--- src/rtl/gcd_pkg.sv ---
// rtl/gcd_pkg.sv - shared state encoding, control-word type and defaults for the GCD controller
package gcd_pkg;

    localparam int DEFAULT_MAX_ITER = 255;

    typedef enum logic [2:0] {
        S_IDLE  = 3'd0,
        S_LOAD  = 3'd1,
        S_CMP   = 3'd2,
        S_SUBP  = 3'd3,
        S_SUBQ  = 3'd4,
        S_STORE = 3'd5,
        S_DONE  = 3'd6,
        S_FAULT = 3'd7
    } gcd_state_t;

    typedef struct packed {
        logic selp;
        logic selq;
        logic sela;
        logic selb;
        logic ldp;
        logic ldq;
        logic ldr;
    } ctrl_t;

    localparam ctrl_t CTRL_NONE  = 7'b0000000;
    localparam ctrl_t CTRL_LOAD  = 7'b1100110;
    localparam ctrl_t CTRL_SUBP  = 7'b0011100;
    localparam ctrl_t CTRL_SUBQ  = 7'b0000010;
    localparam ctrl_t CTRL_STORE = 7'b0000001;

    function automatic ctrl_t ctrl_for(input gcd_state_t s);
        case (s)
            S_LOAD:  return CTRL_LOAD;
            S_SUBP:  return CTRL_SUBP;
            S_SUBQ:  return CTRL_SUBQ;
            S_STORE: return CTRL_STORE;
            default: return CTRL_NONE;
        endcase
    endfunction

endpackage

--- src/rtl/gcd_iter_counter.sv ---
// rtl/gcd_iter_counter.sv - saturating subtraction counter with limit flag
module gcd_iter_counter #(
    parameter int MAX = 255,
    parameter int W   = 8
) (
    input  logic         clk,
    input  logic         rst,
    input  logic         clr,
    input  logic         inc,
    output logic [W-1:0] count,
    output logic         limit_hit
);

    localparam logic [W-1:0] LIMIT = W'(MAX);

    always_ff @(posedge clk or posedge rst) begin
        if (rst) begin
            count <= '0;
        end else if (clr) begin
            count <= '0;
        end else if (inc && count != LIMIT) begin
            count <= count + W'(1);
        end
    end

    assign limit_hit = (count == LIMIT);

endmodule

--- src/rtl/gcd_controller.sv ---
// rtl/gcd_controller.sv - Moore FSM sequencing the subtractive GCD datapath with an iteration limit
module gcd_controller
    import gcd_pkg::*;
#(
    parameter int MAX_ITER = DEFAULT_MAX_ITER,
    parameter int ITER_W   = 8
) (
    input  logic              clk,
    input  logic              rst,
    input  logic              start,
    input  logic              eq,
    input  logic              gth,
    output logic              Selp,
    output logic              Selq,
    output logic              Sela,
    output logic              Selb,
    output logic              Ldp,
    output logic              Ldq,
    output logic              Ldr,
    output logic              busy,
    output logic              done,
    output logic              err,
    output logic [ITER_W-1:0] iter_count
);

    gcd_state_t state, state_nx;
    ctrl_t      ctrl;
    logic       limit_hit;
    logic       cnt_clr, cnt_inc;

    assign cnt_clr = (state == S_IDLE) && start;
    assign cnt_inc = (state == S_SUBP) || (state == S_SUBQ);

    gcd_iter_counter #(
        .MAX (MAX_ITER),
        .W   (ITER_W)
    ) u_iter (
        .clk       (clk),
        .rst       (rst),
        .clr       (cnt_clr),
        .inc       (cnt_inc),
        .count     (iter_count),
        .limit_hit (limit_hit)
    );

    // eq wins over the limit so (0,0) and late convergence still finish cleanly
    always_comb begin
        state_nx = state;
        case (state)
            S_IDLE:  state_nx = start ? S_LOAD : S_IDLE;
            S_LOAD:  state_nx = S_CMP;
            S_CMP: begin
                if (eq)             state_nx = S_STORE;
                else if (limit_hit) state_nx = S_FAULT;
                else if (gth)       state_nx = S_SUBP;
                else                state_nx = S_SUBQ;
            end
            S_SUBP:  state_nx = S_CMP;
            S_SUBQ:  state_nx = S_CMP;
            S_STORE: state_nx = S_DONE;
            S_DONE:  state_nx = S_IDLE;
            S_FAULT: state_nx = S_IDLE;
            default: state_nx = S_IDLE;
        endcase
    end

    // Outputs are registered from the next state so they track the state register exactly
    always_ff @(posedge clk or posedge rst) begin
        if (rst) begin
            state <= S_IDLE;
            ctrl  <= CTRL_NONE;
            busy  <= 1'b0;
            done  <= 1'b0;
            err   <= 1'b0;
        end else begin
            state <= state_nx;
            ctrl  <= ctrl_for(state_nx);
            busy  <= (state_nx != S_IDLE);
            done  <= (state_nx == S_DONE);
            err   <= (state_nx == S_FAULT);
        end
    end

    assign Selp = ctrl.selp;
    assign Selq = ctrl.selq;
    assign Sela = ctrl.sela;
    assign Selb = ctrl.selb;
    assign Ldp  = ctrl.ldp;
    assign Ldq  = ctrl.ldq;
    assign Ldr  = ctrl.ldr;

endmodule

--- config.mk ---
export PLATFORM = sky130hd
export DESIGN_NAME = gcd_controller
export DESIGN_NICKNAME = d
export VERILOG_FILES = /design/src/rtl/gcd_pkg.sv /design/src/rtl/gcd_iter_counter.sv /design/src/rtl/gcd_controller.sv
export SDC_FILE = /design/constraint.sdc
export NUM_CORES = 1
export LEC_CHECK = 0
export CAP_MARGIN = 25
export CORE_UTILIZATION = 52
export CTS_BUF_LIST = sky130_fd_sc_hd__clkbuf_16
export CTS_CLUSTER_SIZE = 10
export DETAILED_ROUTE_END_ITERATION = 6
export PLACE_DENSITY = 0.83
export SLEW_MARGIN = 5
export SYNTH_ARGS = -nofsm -noshare
export SYNTH_HDL_FRONTEND = slang
export SYNTH_HIERARCHICAL = 1
export SYNTH_SLANG_ARGS = --single-unit
--- constraint.sdc ---
create_clock -name clk -period 4.1 [get_ports clk]
set_clock_uncertainty 0.1 [all_clocks]
set_input_delay 0.41 -clock clk [delete_from_list [all_inputs] [get_ports clk]]
set_output_delay 0.41 -clock clk [all_outputs]
set_load 0.01 [all_outputs]
==> run metrics, run 1 <==
YS warnings=6; Starting Density=a little under three fifths; Inst Count DP=between 100 and 150; Rows=15; dominant cell type by area after synthesis=dfrtp_1; max_slew headroom=slightly above 50%; Tcrit/Tclk final=53.9%; first-pass GRT wire length=~3.0 mm; Max Fclk=0.452 GHz; worst path arrival time=2.23 ns; status=complete, no violations; Die Ht=45.8 um; Post-CTS Repair Setup Buffers=0; synthesis-to-layout area growth=27.3%; Core Util, Final=71.8%; post-synth top area share=a little under half; total global routing overflow=0; post-synth net total=slightly below 100; Hold Violations, Final=0; Root Buffer=clkbuf_16; # IOs=23; vias in the first global route=660; Clock Path Buffers=2; post-route minimum period=around 2.2 ns; number of gates resized after CTS=0; Post-Syn Area=roughly 1000 sq um; core area=~1800 sq um; worst vdd ir=around 0.56 mV; WP data required=slightly above 4 ns; Power per Cell Area=between 600 and 700 nW/um^2; TritonCTS buffer count=3; Startpoint Class=flop; final WL=1.89 mm; post-route ant nets=0; Slew Viols, Final=0; Inserted Diodes=0; GPL Wtd Cong=between 0.7 and 0.8; Avg WL per Cell=14.0 um; Placed Area=around 1200 sq um; syn_area_per_cell=around 11 sq um; DRT iter0 DRCs=15; Filler cells=between 100 and 150; Worst-Skew Late Latency=roughly 0.25 ns; register bit total from synthesis=19; vias per cell=about 5.6; CTS tree=yes; initial antenna violation count=0; # DRC=0; DPL Wire Length=1.30 mm; CP Max Fanout=7; NumNets Final=117; Power, Total=860 uW; top cells by area, synth=dfrtp_1, nor2_1, buf_4, buf_6, nor3b_1; CP endpoint kind=flop; GRT Overall Usage=20.4%; Clk pin slew, worst setup/hold paths=about 0.05 ns; via count=around 750; Synth cell types=40; sequential fraction of the synthesis area=between 40% and 50%; design area=~1300 sq um; layout cell share with drive strength beyond 1=a little over an eighth; Max Cap Violations=0; htree depth=1; unrepaired setup endpoints after global routing=false; clk sink count=19; # hold bufs at CTS=0; number of buffers added on ports=22; DR pass1 iterations=4; Cells after Synth=91; Setup TNS=0 ns; largest net degree at the start of global routing=12; Die Wd=~46 um; die area=between 2000 and 2500 sq um; Leakage Power=approximately 0.00054 uW; Finish-stage setup viols=0; Post-Layout Cell Count=135; Worst Path Class, Setup=flop to flop; Worst-Margin Slew=around 0.73 ns; Hold Path Class=input pin to asynchronous set/reset pin
## kinds of logic (layout without fill, tap and decap cells)
logic type | Yosys count | count (layout) | synth area share [%]
AO/OA/AOI/OAI | 17 | 17 | 14.8
XOR/XNOR | 1 | 1 | 0.880
adder cells (fa/ha/maj) | 1 | 1 | 1.26
buffers and inverters | 11 | 30 | 7.91
flip-flops | 19 | 19 | 47.7
multiplexers | 3 | 3 | 3.64
AND/OR/NAND/NOR | 39 | 39 | 23.7
## registers in the layout (all words and copies together) (netlist names)
signal,cells
Ldq,1
Selp,1
done,1
u_iter/count,8
Ldp,1
state,3
err,1
Sela,1
Ldr,1
busy,1
## cell usage in the layout, fill, tap and decap left out, types with 3 or more instances in the layout
cell              n
inv_1             3
nor3_1            3
nor2b_1           3
dfrtp_1          19
clkbuf_16         3
nor2_1            8
and3_1            3
a21oi_1           3
nand2_1           5
nor3b_1           3
clkdlybuf4s50_1  22
## per-stage QoR
stage               setup slack (ns)  hold slack [ns]
floorplan                       1.98            0.126
global placement                1.93            0.417
detailed placement              1.93            0.442
CTS                             1.90            0.350
global route                    1.72            0.403
finish                          1.89            0.337
## synth_stat cells, drive strengths merged
library cell and n:
dfrtp 19, nor2 8, buf 7, nand2 5, a21oi 4, nor2b 4
and3 3, inv 3, nor3 3, nor3b 3, a211oi 2, a31oi 2
a41oi 2, and2 2, mux2 2, nand2b 2, nand3 2, nand4 2
nor4b 2, a21boi 1, a22oi 1, a311oi 1, and4 1, dlymetal6s2s 1
ha 1, mux2i 1, nor4 1, o211ai 1, o21ai 1, o21bai 1
o22ai 1, or3b 1, xnor2 1
## path summary, 6_finish.rpt
kind	from	to	slack [ns]	cells past startpoint
min	rst	u_iter/count[1]	0.34	2
max in group asynchronous	rst	Selp	3.25	2
min in group clk	u_iter/count[5]	u_iter/count[5]	0.46	1
min reg2reg	u_iter/count[5]	u_iter/count[5]	0.46	1
max reg2reg	u_iter/count[0]	Ldq	1.89	7
max	u_iter/count[0]	Ldq	1.89	7
## area by class of cell
class / count / area (sq um) / share of cell area, %
sequential: 19 / 475 / 37.5
multi-input combinational: 61 / 442 / 34.8
timing repair buffer: 23 / 228 / 18.0
clock buffer: 3 / 75.1 / 5.92
tap: 25 / 31.3 / 2.47
inverter: 3 / 11.3 / 0.888
clock inverter: 1 / 5.00 / 0.395
## metal layers
metal  GRT usage, %  up-vias  routed length [um]
li1               -      371                   -
met1           29.3      359                 900
met3           3.57        5                  72
met2           30.0       18                 881
met4           8.82        0                  34
met5              0        -                   0
## power by group
group	total, uW	switching, uW	internal [uW]	leakage [uW]
sequential	318	74.8	243	0.000251
clock	196	65.3	131	0.0000409
combinational	346	155	191	0.000245
total	860	295	565	0.000536
## critical path, stage by stage, from the launching register on
cell and delay [ns]:
dfrtp_1 0.43, ha_1 0.30, and3_1 0.29, and2_2 0.24, nor3b_1 0.32, o22ai_4 0.17
xnor2_1 0.17, nor2_1 0.05
Note: power is estimated with default switching activity, not from simulation.
==> inputs of run 2 (changes only) <==
--- a/config.mk
+++ b/config.mk
@@ -6,11 +6,12 @@
 export NUM_CORES = 1
 export LEC_CHECK = 0
 export CAP_MARGIN = 25
-export CORE_UTILIZATION = 52
+export CORE_ASPECT_RATIO = 1.75
+export CORE_UTILIZATION = 43
 export CTS_BUF_LIST = sky130_fd_sc_hd__clkbuf_16
 export CTS_CLUSTER_SIZE = 10
 export DETAILED_ROUTE_END_ITERATION = 6
-export PLACE_DENSITY = 0.83
+export PLACE_DENSITY = 0.73
 export SLEW_MARGIN = 5
 export SYNTH_ARGS = -nofsm -noshare
 export SYNTH_HDL_FRONTEND = slang
==> constraint.sdc (replaced) <==
create_clock -name clk -period 1.95 [get_ports clk]
set_clock_uncertainty 0.1 [all_clocks]
set_input_delay 0.195 -clock clk [delete_from_list [all_inputs] [get_ports clk]]
set_output_delay 0.195 -clock clk [all_outputs]
set_load 0.01 [all_outputs]
==> run 2 against run 1 <==
  * Die area rose by 20%
  * Highest routed layer unchanged
  * Final cell count up 3.7%
  * Sequential share of layout area shrank 2.0 points
  * Largest power group unchanged
  * Critical path type unchanged
  * Register-to-register slack got worse by 1.8 ns
==> run metrics, run 2 (synthesis results as in run 1) <==
Finish-stage setup viols=0 (unchanged); most frequent cells in the layout=clkdlybuf4s50_1, dfrtp_1, nor2_1; post-placement setup slack=0.0893 ns (-1.84 ns); Worst Path Class, Setup=flop to flop; Starting Density=46.4% (-10 points); worst path arrival time=1.90 ns (-0.33 ns); # hold bufs at CTS=0 (unchanged); Clk pin slew, worst setup/hold paths=0.05 ns (about the same); vias per cell=5.67 (+1.7%); via count=794 (+5.4%); cells along the critical path=ha_2, and3_1, and2_4, nor3_4, o21bai_4, nor2b_4, and2_1; Slowest cell on crit path=dfrtp_2; Setup TNS=0 ns (unchanged); Die Ht=65.7 um (+43%); Hold Violations, Final=0 (unchanged); total global routing overflow=0 (unchanged); Worst-Skew Late Latency=0.24 ns (about the same); initial antenna violation count=0 (unchanged); storage element area=477 sq um (+0.26%); CTS tree=yes; Tcrit/Tclk final=95.9% (+42 points); Hold Path Class=input pin to asynchronous set/reset pin; Inserted Diodes=0 (unchanged); number of buffers added on ports=22 (unchanged); Top reg by flops=u_iter/count; multi-input logic area=473 sq um (+7.1%); largest net degree at the start of global routing=12 (unchanged); # DRC=0 (unchanged); DPL Wire Length=1.56 mm (+20%); R2R depth=7 (unchanged); NumNets Final=123 (+5.1%); final worst setup slack=0.0790 ns (-1.81 ns); Buffers & Inverters on Critical Path=0 (unchanged); Root Buffer=clkbuf_16; Slew Viols, Final=0 (unchanged); core area=2150 sq um (+22%); die area=2520 sq um (+20%); post-route ant nets=0 (unchanged); Clock Path Buffers=2 (unchanged); layout cell share with drive strength beyond 1=21.6% (+7.9 points); WP data required=1.98 ns (-2.14 ns); synthesis-to-layout area growth=34.8%; biggest regs=u_iter/count: 8 flops, state: 3 flops; max FFs per register=8 (unchanged); FF-to-FF setup slack=0.08 ns (-1.81 ns); unrepaired setup endpoints after global routing=false; most common cell after layout, fill and taps aside=clkdlybuf4s50_1; Die Wd=38.4 um (-16%); vias in the first global route=838 (+27%); Largest stage delay, worst path=0.44 ns (about the same); Post-CTS Repair Setup Buffers=0 (unchanged); Max Cap Violations=0 (unchanged); worst vdd ir=1.03 mV (+84%); CP endpoint kind=flop; DRT iter0 DRCs=29 (+14); post-route minimum period=1.87 ns (-0.339 ns); Rows=22 (+7); Worst-Margin Slew=0.397 ns (-0.336 ns); Filler cells=186 (+35%); GPL Wtd Cong=0.746 (+2.5%); clk sink count=19 (unchanged); Avg WL per Cell=14.7 um (+5.0%); Max Fclk=0.534 GHz (+18%); Leakage Power=0.000571 uW (+6.5%); htree depth=1 (unchanged); max_slew headroom=73.5% (+23 points); status=complete, no violations; TritonCTS buffer count=3 (unchanged); GRT Overall Usage=19.5% (-0.82 points); number of gates resized after CTS=0 (unchanged); final WL=2.06 mm (+8.8%); CP Max Fanout=7 (unchanged); Critical R2R Launch=u_iter/count[0]; DR pass1 iterations=4 (unchanged); Startpoint Class=flop; # IOs=23 (unchanged); Power per Cell Area=1390 nW/um^2 (+110%); first-pass GRT wire length=3.56 mm (+19%); Worst R2R End=Sela; CP top delay family=simple AND/OR/NAND/NOR gates
==> run 2: changes by cell type in the layout (fill, tap and decap cells not counted), sizes merged <==
cell    before  now
buf          1    7
clkinv       1    0
inv          3    4
==> run 2: per-layer routing <==
layer  wire (um)  global-route usage [%]
met1         777                    20.0
met5           0                       0
met3          85                    2.36
met2        1150                    36.4
met4          39                    9.05
==> run 2: stage by stage <==
| step | cell area, sq um | instances | hold WS, ns | power (uW) | utilization, % |
|---|---|---|---|---|---|
| floorplan | 1020 | 91 | -0.0893 | 1150 | - |
| global placement | 1250 | 136 | 0.400 | 1430 | 58.3 |
| detailed placement | 1250 | 136 | 0.405 | 1450 | 58.3 |
| CTS | 1330 | 140 | 0.144 | 1870 | 61.9 |
| global route | 1340 | 140 | 0.179 | 1990 | 62.5 |
| finish | 1340 | 140 | 0.132 | 1870 | 62.5 |
==> run 2: worst max-delay path by stage <==
| stage | start | endpoint | slack [ns] | cells after the start |
|---|---|---|---|---|
| floorplan | u_iter/count[0] | Ldq | 0.03 | 8 |
| detailed placement | u_iter/count[0] | Ldq | 0.09 | 7 |
| finish | u_iter/count[0] | Sela | 0.08 | 7 |
| global placement | u_iter/count[0] | Ldq | 0.12 | 7 |
| CTS | u_iter/count[0] | Ldq | 0.06 | 7 |
| global route | u_iter/count[0] | Ldq | 0.01 | 7 |
==> run 2: power by group <==
part           total [uW]  switching (uW)  internal [uW]
logic                 822             369            453
clock network         403             131            272
registers             645             131            514
==> run 2: final cells by class <==
| cell class | instances | area share (%) |
|---|---|---|
| sequential | 19 | 35.5 |
| multi-input combinational | 61 | 35.2 |
| timing repair buffer | 29 | 20.3 |
| clock buffer | 3 | 5.59 |
| tap | 24 | 2.24 |
| inverter | 3 | 0.839 |
| clock inverter | 1 | 0.280 |
==> inputs of run 3 (changes only) <==
--- a/config.mk
+++ b/config.mk
@@ -6,12 +6,12 @@
 export NUM_CORES = 1
 export LEC_CHECK = 0
 export CAP_MARGIN = 25
-export CORE_ASPECT_RATIO = 1.75
-export CORE_UTILIZATION = 43
+export CORE_UTILIZATION = 48
 export CTS_BUF_LIST = sky130_fd_sc_hd__clkbuf_16
 export CTS_CLUSTER_SIZE = 10
 export DETAILED_ROUTE_END_ITERATION = 6
-export PLACE_DENSITY = 0.73
+export PLACE_DENSITY = 0.77
+export SETUP_SLACK_MARGIN = 0.15
 export SLEW_MARGIN = 5
 export SYNTH_ARGS = -nofsm -noshare
 export SYNTH_HDL_FRONTEND = slang
==> constraint.sdc (replaced) <==
create_clock -name clk -period 1.9 [get_ports clk]
set_clock_uncertainty 0.1 [all_clocks]
set_input_delay 0.19 -clock clk [delete_from_list [all_inputs] [get_ports clk]]
set_output_delay 0.19 -clock clk [all_outputs]
set_load 0.01 [all_outputs]
==> run 3 against run 2 <==
  * Global-route usage rose by 3.7 points
  * Worst hold slack worse by 0.019 ns
  * Critical path depth unchanged
  * Critical path type unchanged
  * Highest routed layer unchanged
  * Combinational power up 20%
  * Maximum frequency increased by 11%
  * Largest power group unchanged
==> run metrics, run 3 (synthesis results as in run 1) <==
Power per Cell Area=1460 nW/um^2 (+4.9%); Setup TNS=0 ns (unchanged); GRT Overall Usage=23.2% (+3.7 points); Worst-Skew Late Latency=0.25 ns (about the same); GPL Wtd Cong=0.896 (+20%); Hold Violations, Final=0 (unchanged); CP Max Fanout=5 (-2); most frequent cells in the layout=clkdlybuf4s50_1, dfrtp_1, buf_4; via count=805 (+1.4%); Max Fclk=0.594 GHz (+11%); DPL Wire Length=1.51 mm (-3.1%); Worst-Margin Slew=0.414 ns (+0.0170 ns); synthesis-to-layout area growth=41.2%; Max Cap Violations=0 (unchanged); max FFs per register=8 (unchanged); Slew Viols, Final=0 (unchanged); CP startpoint=u_iter/count[0]; clk sink count=19 (unchanged); most common cell after layout, fill and taps aside=clkdlybuf4s50_1; Finish-stage setup viols=0 (unchanged); TritonCTS buffer count=3 (unchanged); # hold bufs at CTS=0 (unchanged); Startpoint Class=flop; number of buffers added on ports=22 (unchanged); WP data required=1.94 ns (-0.04 ns); htree depth=1 (unchanged); Post-Layout Cell Count=147 (+5.0%); final WL=2.32 mm (+13%); Worst R2R End=Sela; Starting Density=50.8% (+4.4 points); # DRC=0 (unchanged); total global routing overflow=0 (unchanged); Rows=16 (-27%); Tcrit/Tclk final=88.6% (-7.4 points); unrepaired setup endpoints after global routing=true; Top reg by flops=u_iter/count; Die Ht=47.6 um (-28%); Clock Path Buffers=2 (unchanged); Inserted Diodes=0 (unchanged); DRT iter0 DRCs=28 (-3.4%); Critical R2R Launch=u_iter/count[0]; DR pass1 iterations=4 (unchanged); Avg WL per Cell=15.8 um (+7.6%); Inst Count DP=139 (+2.2%); worst vdd ir=0.967 mV (-6.0%); vias in the first global route=730 (-13%); worst path arrival time=1.72 ns (-0.18 ns); status=complete, no violations; biggest regs=u_iter/count: 8 flops, state: 3 flops; final worst setup slack=0.217 ns (+0.138 ns); max_slew headroom=72.3% (-1.1 points); first-pass GRT wire length=3.47 mm (-2.5%); R2R depth=7 (unchanged); NumNets Final=127 (+3.3%); post-placement setup slack=0.0567 ns (-0.0326 ns); CP endpoint kind=flop; core area=1960 sq um (-8.6%); Worst Path Class, Setup=flop to flop; vias per cell=5.48 (-3.4%); post-route minimum period=1.68 ns (-0.188 ns); FF-to-FF setup slack=0.22 ns (+0.14 ns); Clk pin slew, worst setup/hold paths=0.05 ns (about the same); Leakage Power=0.000598 uW (+4.6%); largest net degree at the start of global routing=12 (unchanged); Die Wd=47.6 um (+24%); Filler cells=154 (-17%); Hold Path Class=input pin to asynchronous set/reset pin; Root Buffer=clkbuf_16; initial antenna violation count=0 (unchanged); # IOs=23 (unchanged); layout cell share with drive strength beyond 1=28.3% (+6.8 points); CTS tree=yes; Power, Total=2060 uW (+9.9%); die area=2260 sq um (-10%); post-route ant nets=0 (unchanged)
## run 3: worst max-delay path, cell delays in order (launching register included)
cell and delay, ns:
dfrtp_1 0.41, ha_4 0.17, and3_4 0.17, and2_4 0.15, nor3_4 0.15, o21bai_4 0.11, nor2b_4 0.14, and2_4 0.16
## run 3: timing repair
action | 4_1_cts | 5_1_grt
pin swaps | 6 | 3
resized for setup | 3 | 2
buffers inserted | 4 | 0
setup endpoints to repair | 4 | 7
gates cloned | 0 | 0
## run 3: routing by layer
metal / vias up / global-route usage (%) / wire [um]
met4: 0 / 10.0 / 42
met5: - / 0 / 0
li1: 386 / - / -
met1: 391 / 29.9 / 1040
met2: 24 / 38.1 / 1170
met3: 4 / 4.53 / 71
## run 3: final cells by class
type,instances,area (sq um),area share [%]
clock buffer,3,75.1,5.34
timing repair buffer,33,303,21.5
sequential,19,477,33.9
clock inverter,1,5.00,0.356
tap,27,33.8,2.40
inverter,3,11.3,0.801
multi-input combinational,61,502,35.7
## run 3: per-stage QoR
stage                     cell area (sq um)  util, %  hold WS (ns)
after detailed placement               1270     64.8         0.386
final                                  1410     71.7         0.113
after global routing                   1410     71.7         0.153
after global placement                 1270     64.8         0.389
after CTS                              1400     71.4         0.121
after floorplan                        1040        -       -0.0943
## run 3: worst max-delay path by stage
stage / end / depth (start not counted)
floorplan: Ldq / 8
global placement: Ldq / 7
detailed placement: Ldq / 7
CTS: Sela / 7
global route: u_iter/count[5] / 5
finish: Sela / 7
## run 3: report_power, final
part           leakage (uW)  switching (uW)  internal, uW
logic              0.000307             448           535
registers          0.000249             120           528
clock network     0.0000409             143           282
